--- src/rtl/fb_write_scheduler_pkg.sv ---
// Shared state type and default framebuffer geometry for the framebuffer write scheduler.
package fb_pkg;

    localparam int DEF_DATA_WIDTH    = 32;
    localparam int DEF_SCREEN_WIDTH  = 640;
    localparam int DEF_SCREEN_HEIGHT = 480;
    localparam int NUM_WORDS         = DEF_SCREEN_WIDTH * DEF_SCREEN_HEIGHT / DEF_DATA_WIDTH;
    localparam int OFFSET_W          = $clog2(DEF_DATA_WIDTH);

    typedef enum logic [1:0] {
        IDLE  = 2'd0,
        WAIT  = 2'd1,
        CLEAR = 2'd2
    } fb_state_e;

endpackage

--- src/rtl/fb_write_scheduler_if.sv ---
// Pixel-plot request handshake between the renderer (master) and the write scheduler (slave).
interface fb_pix_if #(
    parameter int X_WIDTH = 10,
    parameter int Y_WIDTH = 9
);
    logic               pix_valid;
    logic               pix_ready;
    logic [X_WIDTH-1:0] pix_x;
    logic [Y_WIDTH-1:0] pix_y;

    modport master (output pix_valid, output pix_x, output pix_y, input pix_ready);
    modport slave  (input pix_valid, input pix_x, input pix_y, output pix_ready);
endinterface

--- src/rtl/fb_write_scheduler_clear.sv ---
// Frame-clear engine: while active, sweeps word addresses 0..NUM_WORDS-1 with zero data
// and pulses clear_done the cycle after the last word.
module fb_clear_engine #(
    parameter int ADDRESS_LENGTH = 14,
    parameter int DATA_WIDTH     = 32,
    parameter int NUM_WORDS      = 9600
) (
    input  logic                      clk,
    input  logic                      resetn,
    input  logic                      active,
    output logic [ADDRESS_LENGTH-1:0] clr_addr,
    output logic [DATA_WIDTH-1:0]     clr_wdata,
    output logic                      clr_we,
    output logic                      clr_last,
    output logic                      clear_done
);

    logic [ADDRESS_LENGTH-1:0] count;

    assign clr_last  = (count == ADDRESS_LENGTH'(NUM_WORDS - 1));
    assign clr_addr  = count;
    assign clr_wdata = '0;
    assign clr_we    = active;

    // Counter parks at 0 whenever idle so every sweep starts from word 0.
    always_ff @(posedge clk or negedge resetn) begin
        if (!resetn) begin
            count      <= '0;
            clear_done <= 1'b0;
        end else begin
            clear_done <= active && clr_last;
            if (!active || clr_last)
                count <= '0;
            else
                count <= count + 1'b1;
        end
    end

endmodule

--- src/rtl/fb_write_scheduler.sv ---
// Framebuffer write scheduler: plot sequencing to the RMW pixel writer, frame-clear arbitration
// and framebuffer port mux. Define FB_BOUNDS_CHECK_EN to drop off-screen plots and flag oob_error.
module fb_write_scheduler
    import fb_pkg::*;
#(
    parameter int DATA_WIDTH     = DEF_DATA_WIDTH,
    parameter int ADDRESS_LENGTH = 14,
    parameter int SCREEN_WIDTH   = DEF_SCREEN_WIDTH,
    parameter int SCREEN_HEIGHT  = DEF_SCREEN_HEIGHT,
    parameter int X_WIDTH        = 10,
    parameter int Y_WIDTH        = 9,
    parameter int WRITER_LATENCY = 4
) (
    input  logic                          clk,
    input  logic                          resetn,
    fb_pix_if.slave                       pix,
    input  logic                          clear_start,
    output logic                          clear_done,
    output logic                          busy,
    output logic [ADDRESS_LENGTH-1:0]     word_address,
    output logic [$clog2(DATA_WIDTH)-1:0] bit_offset,
    output logic                          word_and_offset_valid,
    input  logic [ADDRESS_LENGTH-1:0]     wr_addr,
    input  logic [DATA_WIDTH-1:0]         wr_data,
    input  logic                          wr_we,
    output logic [ADDRESS_LENGTH-1:0]     mem_addr,
    output logic [DATA_WIDTH-1:0]         mem_wdata,
    output logic                          mem_we
`ifdef FB_BOUNDS_CHECK_EN
    ,
    input  logic                          oob_clear,
    output logic                          oob_error
`endif
);

    localparam int OFF_W   = $clog2(DATA_WIDTH);
    localparam int LIN_W   = X_WIDTH + Y_WIDTH + $clog2(SCREEN_WIDTH);
    localparam int N_WORDS = SCREEN_WIDTH * SCREEN_HEIGHT / DATA_WIDTH;
    localparam int WAIT_W  = $clog2(WRITER_LATENCY + 2);

    fb_state_e                 state;
    logic                      clear_pending;
    logic [WAIT_W-1:0]         wait_cnt;
    logic [LIN_W-1:0]          lin;
    logic                      accept;
    logic                      oob;
    logic [ADDRESS_LENGTH-1:0] clr_addr;
    logic [DATA_WIDTH-1:0]     clr_wdata;
    logic                      clr_we;
    logic                      clr_last;

    assign pix.pix_ready = (state == IDLE) && !clear_pending && !clear_start;
    assign accept        = pix.pix_valid && pix.pix_ready;
    assign busy          = (state != IDLE);
    assign lin           = LIN_W'(pix.pix_y) * LIN_W'(SCREEN_WIDTH) + LIN_W'(pix.pix_x);

`ifdef FB_BOUNDS_CHECK_EN
    assign oob = (int'(pix.pix_x) >= SCREEN_WIDTH) || (int'(pix.pix_y) >= SCREEN_HEIGHT);

    // Set has priority over clear when both land in the same cycle.
    always_ff @(posedge clk or negedge resetn) begin
        if (!resetn)
            oob_error <= 1'b0;
        else if (accept && oob)
            oob_error <= 1'b1;
        else if (oob_clear)
            oob_error <= 1'b0;
    end
`else
    assign oob = 1'b0;
`endif

    // state | meaning
    // IDLE  | ready for a plot request, or about to start a pending clear
    // WAIT  | writer RMW in flight; address/offset held, WRITER_LATENCY+1 cycles
    // CLEAR | clear engine owns the framebuffer port
    always_ff @(posedge clk or negedge resetn) begin
        if (!resetn) begin
            state                 <= IDLE;
            clear_pending         <= 1'b0;
            wait_cnt              <= '0;
            word_address          <= '0;
            bit_offset            <= '0;
            word_and_offset_valid <= 1'b0;
        end else begin
            word_and_offset_valid <= 1'b0;
            case (state)
                IDLE: begin
                    if (clear_start || clear_pending) begin
                        state         <= CLEAR;
                        clear_pending <= 1'b0;
                    end else if (accept && !oob) begin
                        word_address          <= ADDRESS_LENGTH'(lin >> OFF_W);
                        bit_offset            <= pix.pix_x[OFF_W-1:0];
                        word_and_offset_valid <= 1'b1;
                        wait_cnt              <= WAIT_W'(WRITER_LATENCY);
                        state                 <= WAIT;
                    end
                end
                WAIT: begin
                    if (clear_start)
                        clear_pending <= 1'b1;
                    if (wait_cnt == '0)
                        state <= IDLE;
                    else
                        wait_cnt <= wait_cnt - 1'b1;
                end
                CLEAR: begin
                    if (clr_last)
                        state <= IDLE;
                end
                default: state <= IDLE;
            endcase
        end
    end

    fb_clear_engine #(
        .ADDRESS_LENGTH (ADDRESS_LENGTH),
        .DATA_WIDTH     (DATA_WIDTH),
        .NUM_WORDS      (N_WORDS)
    ) u_clear (
        .clk        (clk),
        .resetn     (resetn),
        .active     (state == CLEAR),
        .clr_addr   (clr_addr),
        .clr_wdata  (clr_wdata),
        .clr_we     (clr_we),
        .clr_last   (clr_last),
        .clear_done (clear_done)
    );

    always_comb begin
        mem_addr  = wr_addr;
        mem_wdata = wr_data;
        mem_we    = wr_we;
        if (state == CLEAR) begin
            mem_addr  = clr_addr;
            mem_wdata = clr_wdata;
            mem_we    = clr_we;
        end
    end

endmodule

--- src/flat_wrapper.sv ---
// flat-port wrapper written by rule: the top's interface ports become plain ports
module fb_write_scheduler_flat import fb_pkg::*;
#(
    parameter int DATA_WIDTH     = DEF_DATA_WIDTH,
    parameter int ADDRESS_LENGTH = 14,
    parameter int SCREEN_WIDTH   = DEF_SCREEN_WIDTH,
    parameter int SCREEN_HEIGHT  = DEF_SCREEN_HEIGHT,
    parameter int X_WIDTH        = 10,
    parameter int Y_WIDTH        = 9,
    parameter int WRITER_LATENCY = 4
)
  (clk, resetn, clear_start, clear_done, busy, word_address, bit_offset, word_and_offset_valid, wr_addr, wr_data, wr_we, mem_addr, mem_wdata, mem_we, pix_pix_valid, pix_pix_x, pix_pix_y, pix_pix_ready);
  fb_pix_if #(.X_WIDTH(X_WIDTH), .Y_WIDTH(Y_WIDTH)) pix_i ();
  input  logic clk;
  input  logic resetn;
  input  logic clear_start;
  output logic clear_done;
  output logic busy;
  output logic [ADDRESS_LENGTH-1:0] word_address;
  output logic [$clog2(DATA_WIDTH)-1:0] bit_offset;
  output logic word_and_offset_valid;
  input  logic [ADDRESS_LENGTH-1:0] wr_addr;
  input  logic [DATA_WIDTH-1:0] wr_data;
  input  logic wr_we;
  output logic [ADDRESS_LENGTH-1:0] mem_addr;
  output logic [DATA_WIDTH-1:0] mem_wdata;
  output logic mem_we;
  input wire logic [$bits(pix_i.pix_valid)-1:0] pix_pix_valid;
  input wire logic [$bits(pix_i.pix_x)-1:0] pix_pix_x;
  input wire logic [$bits(pix_i.pix_y)-1:0] pix_pix_y;
  output wire logic [$bits(pix_i.pix_ready)-1:0] pix_pix_ready;
  assign pix_i.pix_valid = pix_pix_valid;
  assign pix_i.pix_x = pix_pix_x;
  assign pix_i.pix_y = pix_pix_y;
  assign pix_pix_ready = pix_i.pix_ready;
  fb_write_scheduler #(.DATA_WIDTH(DATA_WIDTH), .ADDRESS_LENGTH(ADDRESS_LENGTH), .SCREEN_WIDTH(SCREEN_WIDTH), .SCREEN_HEIGHT(SCREEN_HEIGHT), .X_WIDTH(X_WIDTH), .Y_WIDTH(Y_WIDTH), .WRITER_LATENCY(WRITER_LATENCY)) u_core (.clk(clk), .resetn(resetn), .pix(pix_i), .clear_start(clear_start), .clear_done(clear_done), .busy(busy), .word_address(word_address), .bit_offset(bit_offset), .word_and_offset_valid(word_and_offset_valid), .wr_addr(wr_addr), .wr_data(wr_data), .wr_we(wr_we), .mem_addr(mem_addr), .mem_wdata(mem_wdata), .mem_we(mem_we));
endmodule
--- config.mk ---
export PLATFORM = sky130hd
export DESIGN_NAME = fb_write_scheduler_flat
export DESIGN_NICKNAME = d
export VERILOG_FILES = /design/src/rtl/fb_write_scheduler_pkg.sv /design/src/rtl/fb_write_scheduler_if.sv /design/src/rtl/fb_write_scheduler_clear.sv /design/src/rtl/fb_write_scheduler.sv /design/src/flat_wrapper.sv
export SDC_FILE = /design/constraint.sdc
export NUM_CORES = 1
export LEC_CHECK = 0
export ABC_AREA = 1
export CORE_MARGIN = 2
export CORE_UTILIZATION = 40
export CTS_CLUSTER_DIAMETER = 100
export DETAILED_ROUTE_END_ITERATION = 8
export PLACE_DENSITY = 0.82
export SETUP_SLACK_MARGIN = 0.02
export SYNTH_ARGS = -nofsm -noshare
export SYNTH_HDL_FRONTEND = slang
export SYNTH_HIERARCHICAL = 1
export SYNTH_SLANG_ARGS = --single-unit
--- constraint.sdc ---
create_clock -name clk -period 1.38 [get_ports clk]
set_input_delay 0.138 -clock clk [delete_from_list [all_inputs] [get_ports clk]]
set_output_delay 0.138 -clock clk [all_outputs]
set_load 0.02 [all_outputs]
==> flow_metrics.py <==
metrics = {
    "timing": {
        "finClkSkew_ns": 0.00457,
        "clock.fmax_ghz": 0.537,
        "tns_ns": -23.52,
        "finalMaxSlewViolations": 0,
        "rsz0062_at_grt": "true",
        "layout_setup_ws_ns": -0.482,
        "setup_violations": 86,
        "timing.final.crit_share_pct": 135,
        "hold_viol": 0,
        "final.min_clock_period_ns": 1.86,
        "fin_hold_ws_ns": 0.279,
    },
    "layout": {
        "seq_area_sq_um": 1030,
        "multi_input_area_sq_um": 2820,
        "area_delta_synth_final_pct": 91.9,
        "diodes": 0,
        "post-route-util_pct": 79.8,
        "drive_above_1_share_pct": 44.3,
        "nets": 829,
        "stdcell_count": 843,
        "n_fill_cell": 404,
        "finalInstanceArea_sq_um": 6590,
    },
    "yosys": {
        "ys_seq_elements": 41,
        "synth_seq_area_share_pct": 29.9,
        "synth-edff-count": 0,
        "syn_area_sq_um": 3430,
        "ys_warn_count": 6,
        "async_reset_ff_share_pct": 100,
        "synth-main-ff-cell": "dfrtp_1",
        "yosysUniqueCellTypes": 30,
        "synth.avg_cell_area_sq_um": 6.48,
        "yosys.area.top_type": "dfrtp_1",
        "yosysTopAreaCellShare_pct": 29.9,
        "synth.area.top_cells": "dfrtp_1 (30%), nand2_1 (28%), buf_4 (7.7%), ha_1 (7.3%), inv_1 (4.6%)",
        "synth_cells": 530,
        "synthTopCellsByCount": "nand2_1 (252), inv_1 (42), dfrtp_1 (41)",
        "yosysMostFrequentCell": "nand2_1",
    },
    "pwr": {
        "powerDensity_nw_per_um2": 1850,
        "p_leak_nw": 3.46,
        "power_frac_seq_pct": 14.9,
        "swShare_pct": 46.7,
        "p_sw_mw": 5.71,
        "comb_power_share_pct": 78.1,
        "p_int_mw": 6.52,
        "clkPwrFrac_pct": 7.0,
        "ir_worst_vdd_mv": 0.749,
        "p_total_mw": 12.2,
    },
    "global_routing": {
        "grt_usage_pct": 22.2,
        "overflow": 0,
        "grt_pass1_wl_um": 17500,
        "grt_max_degree": 29,
        "antenna_found_initial": 0,
        "grt_pass1_vias": 3929,
    },
    "detailed_routing": {
        "vias_per_cell": 5.12,
        "routed_wl_um": 14600,
        "ant_nets": 0,
        "drtIter0Drc": 231,
        "num_vias": 4315,
        "wl_per_cell_um": 17.3,
        "route.detailed.drc": 0,
        "dr.pass1.iters": 7,
    },
    "die": {
        "die_area_sq_um": 9340,
        "core-area_sq_um": 8260,
        "io_pins": 140,
        "die_x_um": 96.7,
        "fp.dieH_um": 96.7,
        "start_util_pct": 41.6,
        "rows": 33,
    },
    "clock_tree": {
        "cts_buffer_depth": 2,
        "cts_made_buffers": 5,
        "root_buffer": "clkbuf_8",
        "clk_pin_slew_worst_paths_ns": 0.09,
        "cts_tree": "yes",
        "h-tree-depth": 2,
        "insertion_delay_ns": 0.30,
        "cts.sinks": 41,
    },
    "placement": {
        "dpl_cell_area_sq_um": 5130,
        "dp_slack_ns": -1.09,
        "dp.cells": 797,
        "dp_hpwl_um": 7410,
        "place_congestion": 0.883,
        "io_buffer_count": 139,
    },
    "status": {
        "violations": "setup timing",
        "status": "finished, violations left",
    },
    "setup_path": {
        "rrSetupSlack_ns": -0.24,
        "crit_type": "reg2out",
        "worstPathRequired_ns": 1.24,
        "critPathLaunchType": "flop",
        "worst_setup_path_end_kind": "output port",
        "path_max_fanout": 6,
        "worstPathArrival_ns": 1.72,
    },
    "worst_hold_path": {
        "hold_class": "in2reg",
    },
    "run": {
        "cap_violations": 0,
    },
}
## flip-flops by register name, indices dropped and copies added, names as in the netlist
signal and count:
u_core/u_clear/clr_addr 14, u_core/clear_pending 1, u_core/word_address 14, u_core/bit_offset 5, u_core/word_and_offset_valid 1, u_core/u_clear/clear_done 1
u_core/state 2, u_core/wait_cnt 3
## layout make-up
type                            instances  area share [%]
Clock buffer                            6            1.25
Clock inverter                          2           0.209
Inverter                               47            2.87
Multi-Input combinational cell        426            42.8
Sequential cell                        41            15.6
Tap cell                              105            1.99
Timing Repair Buffer                  216            35.3
## critical path, stage by stage (launching register included)
cell	delay (ns)
dfrtp_1	0.43
nor2_4	0.19
clkinv_4	0.15
buf_12	0.16
clkbuf_16	0.15
nand2_1	0.09
nand2_1	0.08
buf_2	0.16
## worst paths after layout
check | from | end | depth (start not counted)
worst min register to register | u_core/word_address[0]$_DFFE_PN0P_ | u_core/word_address[0]$_DFFE_PN0P_ | 2
worst max-delay path | u_core/state[0]$_DFFE_PN0P_ | mem_wdata[11] | 7
min in group asynchronous | resetn | u_core/word_address[5]$_DFFE_PN0P_ | 2
worst min-delay path | pix_pix_y[0] | u_core/word_address[2]$_DFFE_PN0P_ | 4
worst max register to register | u_core/state[0]$_DFFE_PN0P_ | u_core/u_clear/clr_addr[7]$_DFF_PN0_ | 9
max in group asynchronous | resetn | u_core/u_clear/clr_addr[3]$_DFF_PN0_ | 3
## logic make-up after synthesis
family	share of synthesized area, %
compound gates	3.75
xor+xnor	2.29
fa+ha+maj	8.45
buf+inv	14.6
flops	29.9
other cells	0.109
simple gates	40.9
## placed cells by master (no fill, tap or decap), drive strengths merged
master / Yosys / final
nand2: 260 / 261
fa: 2 / 2
nand4: 3 / 3
o22ai: 1 / 1
clkinv: 0 / 3
nand3: 34 / 34
ha: 20 / 20
o31ai: 2 / 2
dlygate4sd2: 0 / 26
clkdlybuf4s50: 0 / 57
dlygate4sd3: 0 / 1
o21a: 1 / 1
buf: 44 / 125
clkbuf: 4 / 12
nor2: 40 / 40
inv: 47 / 46
nor3: 2 / 2
xnor2: 4 / 4
o21ai: 10 / 10
xor2: 5 / 5
conb: 1 / 32
dlymetal6s2s: 0 / 1
dfrtp: 41 / 41
a21oi: 9 / 9
## power by group through the flow
stage               Sequential (mW)  Combinational [mW]  Clock [mW]
floorplan                      2.09                3.05           0
global placement               1.79                5.98           0
detailed placement             1.80                6.09           0
CTS                            1.80                6.06       0.854
global route                   1.86                10.0       0.933
finish                         1.82                9.54       0.859
## per-layer routing
layer / GRT usage (%) / vias to the layer above / wire length, um
met5: 0 / - / 0
met4: 8.13 / 0 / 739
met3: 3.47 / 67 / 1040
met2: 42.2 / 247 / 7610
met1: 24.8 / 2020 / 5170
li1: - / 1981 / -
## repair_timing
| item | in CTS | in global routing |
|---|---|---|
| pin swaps | 26 | 48 |
| gates resized for setup | 333 | 253 |
| cloned | 5 | 7 |
| setup endpoints to repair | 106 | 89 |
| hold endpoints to repair | 18 | 0 |
| buffers inserted | 9 | 20 |
| hold buffers | 1 | 0 |
(Power assumes the default switching activity.)
